==> config.mk <==
export PLATFORM = sky130hd
export DESIGN_NAME = minute_clock_receiver
export DESIGN_NICKNAME = d
export VERILOG_FILES = /design/src/rtl/minute_clock_receiver_pkg.sv /design/src/rtl/minute_clock_receiver_edge_synchronizer.sv /design/src/rtl/minute_clock_receiver.sv
export SDC_FILE = /design/constraint.sdc
export NUM_CORES = 1
export LEC_CHECK = 0
export CORE_MARGIN = 1
export CORE_UTILIZATION = 46
export DETAILED_ROUTE_END_ITERATION = 10
export GPL_TIMING_DRIVEN = 0
export HOLD_SLACK_MARGIN = 0.03
export PLACE_DENSITY = 0.82
export SYNTH_ARGS = -nofsm -noshare
export SYNTH_HDL_FRONTEND = slang
export SYNTH_SLANG_ARGS = --single-unit
==> constraint.sdc <==
create_clock -name clock -period 2.55 [get_ports clock]
set_input_delay 0.255 -clock clock [delete_from_list [all_inputs] [get_ports clock]]
set_output_delay 0.255 -clock clock [all_outputs]
set_load 0.02 [all_outputs]
==> src/rtl/minute_clock_receiver_pkg.sv <==
// Purpose: shared types and constants for the minute-chain receiver blocks.
// Latency: n/a (types, constants and one helper function only).
// Backpressure: n/a.
package minute_clock_receiver_pkg;

  // Period-tracking state
  typedef enum logic [1:0] {
    ACQUIRE = 2'd0,
    MEASURE = 2'd1,
    LOCKED  = 2'd2,
    STALLED = 2'd3
  } state_t;

  localparam int MINUTES_PER_HOUR = 60;
  localparam int HOURS_PER_DIAL   = 12;

  localparam int SEC_W = 8;
  localparam int MIN_W = 6;
  localparam int HR_W  = 4;

  localparam logic [SEC_W-1:0] SEC_MAX = '1;

  // Adds one optional second tick to a count, holding at the top value.
  function automatic logic [SEC_W-1:0] sat_add_sec(input logic [SEC_W-1:0] a,
                                                   input logic             b);
    if (a == SEC_MAX) return SEC_MAX;
    return a + {{(SEC_W-1){1'b0}}, b};
  endfunction

endpackage

==> src/rtl/minute_clock_receiver_edge_synchronizer.sv <==
// Purpose: brings a slow asynchronous level into the clk domain and flags its rising edges.
// Latency: o_rise is high in the cycle after the second flop captures the new high level.
// Backpressure: none; the input is sampled every cycle.
// Ports: clk/rst_n (async active-low), i_async (asynchronous level),
//        o_rise (combinational one-cycle rising-edge pulse).
module edge_synchronizer (
  input  logic clk,
  input  logic rst_n,
  input  logic i_async,
  output logic o_rise
);

  logic r_sync1;
  logic r_sync2;
  logic r_edge;

  always_ff @(posedge clk or negedge rst_n) begin
    if (!rst_n) begin
      r_sync1 <= 1'b0;
      r_sync2 <= 1'b0;
      r_edge  <= 1'b0;
    end else begin
      r_sync1 <= i_async;
      r_sync2 <= r_sync1;
      r_edge  <= r_sync2;
    end
  end

  assign o_rise = r_sync2 & ~r_edge;

endmodule

==> src/rtl/minute_clock_receiver.sv <==
// Purpose: receives the divider's minute clock, ticks the hands and checks each minute's length.
// Latency: minuteTick and hand updates land 3 clock edges after minuteClock is first sampled high.
// Backpressure: none; every input is sampled every cycle.
// Ports: clock/resetN (async active-low); secondTick (1-cycle pulse); minuteClock (async level);
//        setEnable/setMinute/setHour (hand load); clearError; outputs minuteTick, minuteCount,
//        hourCount, lastPeriod (saturating), locked, stalled, periodError (sticky).
module minute_clock_receiver
  import minute_clock_receiver_pkg::*;
#(
  parameter int EXPECTED_SECONDS = 60,
  parameter int TOLERANCE        = 1,
  parameter int LOCK_COUNT       = 2,
  parameter int STALL_SECONDS    = 90
) (
  input  logic             clock,
  input  logic             resetN,
  input  logic             secondTick,
  input  logic             minuteClock,
  input  logic             setEnable,
  input  logic [MIN_W-1:0] setMinute,
  input  logic [HR_W-1:0]  setHour,
  input  logic             clearError,
  output logic             minuteTick,
  output logic [MIN_W-1:0] minuteCount,
  output logic [HR_W-1:0]  hourCount,
  output logic [SEC_W-1:0] lastPeriod,
  output logic             locked,
  output logic             stalled,
  output logic             periodError
);

  localparam int GC_W = $clog2(LOCK_COUNT + 1);
  localparam logic [GC_W-1:0]  GOOD_TARGET = GC_W'(LOCK_COUNT);
  localparam logic [SEC_W-1:0] GOOD_LO     = SEC_W'(EXPECTED_SECONDS - TOLERANCE);
  localparam logic [SEC_W-1:0] GOOD_HI     = SEC_W'(EXPECTED_SECONDS + TOLERANCE);
  localparam logic [SEC_W-1:0] STALL_LIM   = SEC_W'(STALL_SECONDS);
  localparam logic [MIN_W-1:0] MIN_MAX     = MIN_W'(MINUTES_PER_HOUR - 1);
  localparam logic [HR_W-1:0]  HR_MAX      = HR_W'(HOURS_PER_DIAL - 1);

  logic             w_edge;
  logic [SEC_W-1:0] w_closed;
  logic             w_good;
  logic             w_stall_hit;
  logic [GC_W-1:0]  w_good_inc;
  logic [GC_W-1:0]  w_good_nxt;
  logic             w_err_set;
  logic [MIN_W-1:0] w_set_min;
  logic [HR_W-1:0]  w_set_hr;
  state_t           w_state_nxt;

  state_t           r_state;
  logic [GC_W-1:0]  r_good_count;
  logic [SEC_W-1:0] r_sec_count;
  logic [SEC_W-1:0] r_last_period;
  logic             r_minute_tick;
  logic [MIN_W-1:0] r_minute;
  logic [HR_W-1:0]  r_hour;
  logic             r_period_error;

  edge_synchronizer u_sync (
    .clk     (clock),
    .rst_n   (resetN),
    .i_async (minuteClock),
    .o_rise  (w_edge)
  );

  // A second tick arriving in the edge cycle still belongs to the closing period.
  assign w_closed    = sat_add_sec(r_sec_count, secondTick);
  assign w_good      = (w_closed >= GOOD_LO) && (w_closed <= GOOD_HI);
  assign w_stall_hit = (r_sec_count >= STALL_LIM);
  assign w_good_inc  = r_good_count + GC_W'(1);

  // ---------------- FSM: state register ----------------
  always_ff @(posedge clock or negedge resetN) begin
    if (!resetN) begin
      r_state      <= ACQUIRE;
      r_good_count <= '0;
    end else begin
      r_state      <= w_state_nxt;
      r_good_count <= w_good_nxt;
    end
  end

  // ---------------- FSM: next state ----------------
  // An edge always takes precedence over a stall timeout in the same cycle.
  always_comb begin
    w_state_nxt = r_state;
    unique case (r_state)
      ACQUIRE: if (w_edge) w_state_nxt = MEASURE;
      MEASURE: begin
        if (w_edge) begin
          if (w_good && (w_good_inc >= GOOD_TARGET)) w_state_nxt = LOCKED;
        end else if (w_stall_hit) begin
          w_state_nxt = STALLED;
        end
      end
      LOCKED: begin
        if (w_edge) begin
          if (!w_good) w_state_nxt = MEASURE;
        end else if (w_stall_hit) begin
          w_state_nxt = STALLED;
        end
      end
      STALLED: if (w_edge) w_state_nxt = MEASURE;
      default: w_state_nxt = ACQUIRE;
    endcase
  end

  // ---------------- FSM: outputs ----------------
  // Periods closing in ACQUIRE or STALLED are never judged.
  always_comb begin
    w_good_nxt = r_good_count;
    w_err_set  = 1'b0;
    locked     = (r_state == LOCKED);
    stalled    = (r_state == STALLED);
    if (w_edge && (r_state == MEASURE)) begin
      w_good_nxt = w_good ? w_good_inc : '0;
      w_err_set  = !w_good;
    end else if (w_edge && (r_state == LOCKED)) begin
      if (!w_good) begin
        w_good_nxt = '0;
        w_err_set  = 1'b1;
      end
    end else if (w_state_nxt == STALLED) begin
      w_good_nxt = '0;
    end
  end

  // ---------------- Period measurement ----------------
  always_ff @(posedge clock or negedge resetN) begin
    if (!resetN) begin
      r_sec_count   <= '0;
      r_last_period <= '0;
      r_minute_tick <= 1'b0;
    end else begin
      r_minute_tick <= w_edge;
      if (w_edge) begin
        r_last_period <= w_closed;
        r_sec_count   <= '0;
      end else begin
        r_sec_count   <= w_closed;
      end
    end
  end

  // ---------------- Hand positions ----------------
  assign w_set_min = (setMinute > MIN_MAX) ? MIN_MAX : setMinute;
  assign w_set_hr  = (setHour > HR_MAX) ? HR_MAX : setHour;

  always_ff @(posedge clock or negedge resetN) begin
    if (!resetN) begin
      r_minute <= '0;
      r_hour   <= '0;
    end else if (setEnable) begin
      r_minute <= w_set_min;
      r_hour   <= w_set_hr;
    end else if (w_edge) begin
      if (r_minute == MIN_MAX) begin
        r_minute <= '0;
        r_hour   <= (r_hour == HR_MAX) ? '0 : r_hour + HR_W'(1);
      end else begin
        r_minute <= r_minute + MIN_W'(1);
      end
    end
  end

  // ---------------- Sticky error ----------------
  always_ff @(posedge clock or negedge resetN) begin
    if (!resetN) begin
      r_period_error <= 1'b0;
    end else if (w_err_set) begin
      r_period_error <= 1'b1;
    end else if (clearError) begin
      r_period_error <= 1'b0;
    end
  end

  assign minuteTick  = r_minute_tick;
  assign minuteCount = r_minute;
  assign hourCount   = r_hour;
  assign lastPeriod  = r_last_period;
  assign periodError = r_period_error;

endmodule

==> impl_metrics.toml <==
[status]
run_status = "finished, final reports clean"

[sta]
final_critical_path_setup_slack_ps = 88.20
count_of_pins_over_their_slew_limit = 0
final-hold-violation-count = 0
final_hold_slack_ps = 34.77
setup_viol_count_final = 0
fin_crit_sh_pct = 96.54
maximum_operating_frequency_mhz = 406.2
timing.max_slew.rel_slack_pct = 49.31
max_slew.worst_pin.slew_ps = 760.4
final.min_clock_period_ps = 2462
grt_setup_unrepaired = "no"
final.setup_skew_ps = 3.744
setup_total_negative_slack_ps = 0

[clock_network]
cts_hold_repair.buffers = 0
ctsHtreeMaxLevel = 2
tritoncts = "yes"
tritoncts_num_sinks = 35
cts-buffers-inserted = 5
clockBufferDepth = 2
cts.root.buffer_cell = "clkbuf_8"
clk_latency_ps = 290
clk_pin_slew_ps = 70

[placement]
gpl.final_weighted_congestion = 0.8118
port_buffers = 37
detailedPlacementHpwl_mm = 2.909
numPlacedInstances = 302
dpl_worst_slack_ps = -443.1
placedInstanceArea_um2 = 2342

[detailed_routing]
post_drt_wl_per_cell_um = 13.85
drt_first_iter_violations = 122
routed-via-count = 1768
drt_wl_total_mm = 4.335
ant_nets = 0
detail_route.drc_violations = 0
drt_pass1_iterations = 4
vias_per_cell = 5.649

[run]
drv.max_cap_violation_count = 0

[power]
power.static_leakage_nw = 1.054
p_per_area_nw_per_um2 = 630.6
power.total_mw = 1.572
vdd.ir_drop.worst_v = 0.0004349

[layout]
finish.net_count = 286
area_overhead_of_the_layout_relative_to_synthesis_pct = 30.26
postLayoutCoreUtil_pct = 62.34
layout.cells.most_common_list = "36 x clkdlybuf4s50_1, 35 x dfrtp_1, 31 x nand2_1"
post_layout_nonfiller_instances = 313
share_of_layout_cells_above_drive_strength_1_pct = 10.27
n_antenna_cell = 0
final_cell_area_um2 = 2494
mostFrequentLayoutCell = "clkdlybuf4s50_1"
fill_cells = 334

[global_routing]
grt_pass1_vias = 1536
overflow = 0
grt_start_max_net_pins = 36
grt_antenna_before_repair = 0
grt_first_pass_wirelength_mm = 7.044
grtUsageTotal_pct = 21.44

[yosys]
total_number_of_yosys_warnings = 0
synth_cells = 215
syn-mean-instance-area_um2 = 8.904
postSynthNetCount = 239
ys_ff_latch = 35
ys_seq_area_share_pct = 45.75
synthDistinctLibCells = 42
synthesis.area_um2 = 1914

[floorplan]
floorplan.die.width_um = 66.51
std_cell_rows = 23
num_ports = 38
core_area_um2 = 4000
dieArea_um2 = 4424
initial_core_util_pct = 47.86
die_h_um = 66.51

[worst_setup_path]
crit_arrival_ps = 2640
timing.critical_path.cells = "clkdlybuf4s50_1 > ha_4 > ha_4 > xnor2_2 > mux2_2 > a211oi_2 > and4b_4 > o31a_1 > nand3b_1 > a21oi_2 > mux2i_1"
worst_path_max_delay_cell = "clkdlybuf4s50_1"
critPathKind = "in2reg"
crit_fanout = 5
r2r_setup_slack_ps = 110
timing.critical_path.mode_cell = "ha_4"
worst_setup_start_kind = "input port"
r2r_end = "r_good_count[0]$_DFFE_PN0P_"
critical_path_required_ps = 2720
r2r_start = "r_sec_count[0]$_DFF_PN0_"
worstSetupEndpointType = "flop"
crit_path_max_incr_delay_ps = 460
rr_worst_depth = 10

[worst_hold_path]
hp-class = "in2async"
cell families (layout without fill, tap and decap cells):
group	count (synthesis)	after routing	synth area share (%)
adders and majority gates	8	8	5.229
AOI/OAI and AO/OA	58	58	19.22
xor gates and xnor gates	6	6	2.745
and+or+nand+nor	86	86	21.31
buffers and inverters	19	67	4.118
muxes	3	3	1.634
DFF	35	35	45.75
report_power, final:
| part | internal, mW | switching, mW |
|---|---|---|
| Clock | 0.187 | 0.203 |
| Sequential | 0.625 | 0.0739 |
| Combinational | 0.236 | 0.248 |
| Total | 1.05 | 0.525 |
area by class of cell:
type	instances	area, um2	area share, %
Sequential cell	35	875.8	35.12
Tap cell	50	62.56	2.509
Timing Repair Buffer	41	395.4	15.86
Clock inverter	3	15.01	0.6021
Clock buffer	5	68.82	2.760
Multi-Input combinational cell	161	1001	40.14
Buffer	10	45.04	1.806
Inverter	8	30.03	1.204
how the worst max path moves through the flow:
stage / to / from
detailed placement: r_good_count[0]$_DFFE_PN0P_ / secondTick
CTS: r_good_count[0]$_DFFE_PN0P_ / r_sec_count[0]$_DFF_PN0_
global route: r_good_count[0]$_DFFE_PN0P_ / r_sec_count[0]$_DFF_PN0_
finish: r_good_count[0]$_DFFE_PN0P_ / secondTick
global placement: r_good_count[0]$_DFFE_PN0P_ / secondTick
floorplan: r_good_count[0]$_DFFE_PN0P_ / r_sec_count[0]$_DFF_PN0_
per-layer routing:
metal / part of all wire [%] / GRT usage, % / wire length, um / vias to the layer above
li1: - / - / - / 860
met1: 44 / 27.82 / 1897 / 850
met2: 49 / 35.08 / 2136 / 51
met3: 5.6 / 4.966 / 241 / 7
met4: 1.4 / 7.181 / 61 / 0
met5: 0 / 0 / 0 / -
timing repair:
item | 4_1_cts | 5_1_grt
endpoints found under the setup margin | 2 | 2
setup buffers | 0 | 4
gates cloned | 0 | 0
pin swaps | 1 | 4
gates resized for setup | 4 | 3
critical path, delay by kind of cell:
| family | cells | cell delay, ps |
|---|---|---|
| multiplexers | 2 | 450 |
| AO/OA/AOI/OAI | 3 | 520 |
| AND/OR/NAND/NOR | 2 | 420 |
| XOR/XNOR | 1 | 150 |
| adder cells (fa/ha/maj) | 2 | 370 |
| buffers and inverters | 1 | 460 |
cell usage after synthesis (all sizes together):
cell type / instances / area (um2)
a211oi: 5 / 37.54
a21boi: 1 / 7.510
a21o: 2 / 15.01
a21oi: 12 / 60.06
a22oi: 1 / 7.510
a311oi: 1 / 15.01
a31o: 1 / 8.760
a31oi: 1 / 6.260
a32oi: 2 / 17.52
and2: 2 / 12.51
and3: 2 / 12.51
and4: 2 / 20.02
and4b: 1 / 13.76
buf: 4 / 22.52
clkbuf: 7 / 26.28
dfrtp: 35 / 875.8
ha: 8 / 100.1
inv: 8 / 30.03
mux2: 1 / 11.26
mux2i: 2 / 20.02
nand2: 31 / 116.4
nand2b: 3 / 18.77
nand3: 6 / 30.03
nand3b: 1 / 7.510
nand4: 2 / 12.51
nand4b: 3 / 26.28
nor2: 25 / 93.84
nor2b: 2 / 12.51
nor3: 5 / 25.02
nor4: 1 / 6.260
o211ai: 1 / 7.510
o21ai: 21 / 105.1
o221ai: 3 / 26.28
o22ai: 3 / 18.77
o31a: 1 / 8.760
o31ai: 1 / 7.510
o32a: 1 / 10.01
o32ai: 1 / 8.760
xnor2: 6 / 52.55
sequential cells by signal (all words and copies together), names as in the netlist:
| signal | count |
|---|---|
| u_sync.r_edge | 1 |
| minuteCount | 6 |
| hourCount | 4 |
| periodError | 1 |
| r_sec_count | 8 |
| minuteTick | 1 |
| u_sync.r_sync2 | 1 |
| r_state | 2 |
| r_good_count | 2 |
| lastPeriod | 8 |
| u_sync.r_sync1 | 1 |
No activity file was read; power rests on OpenSTA's default activity.
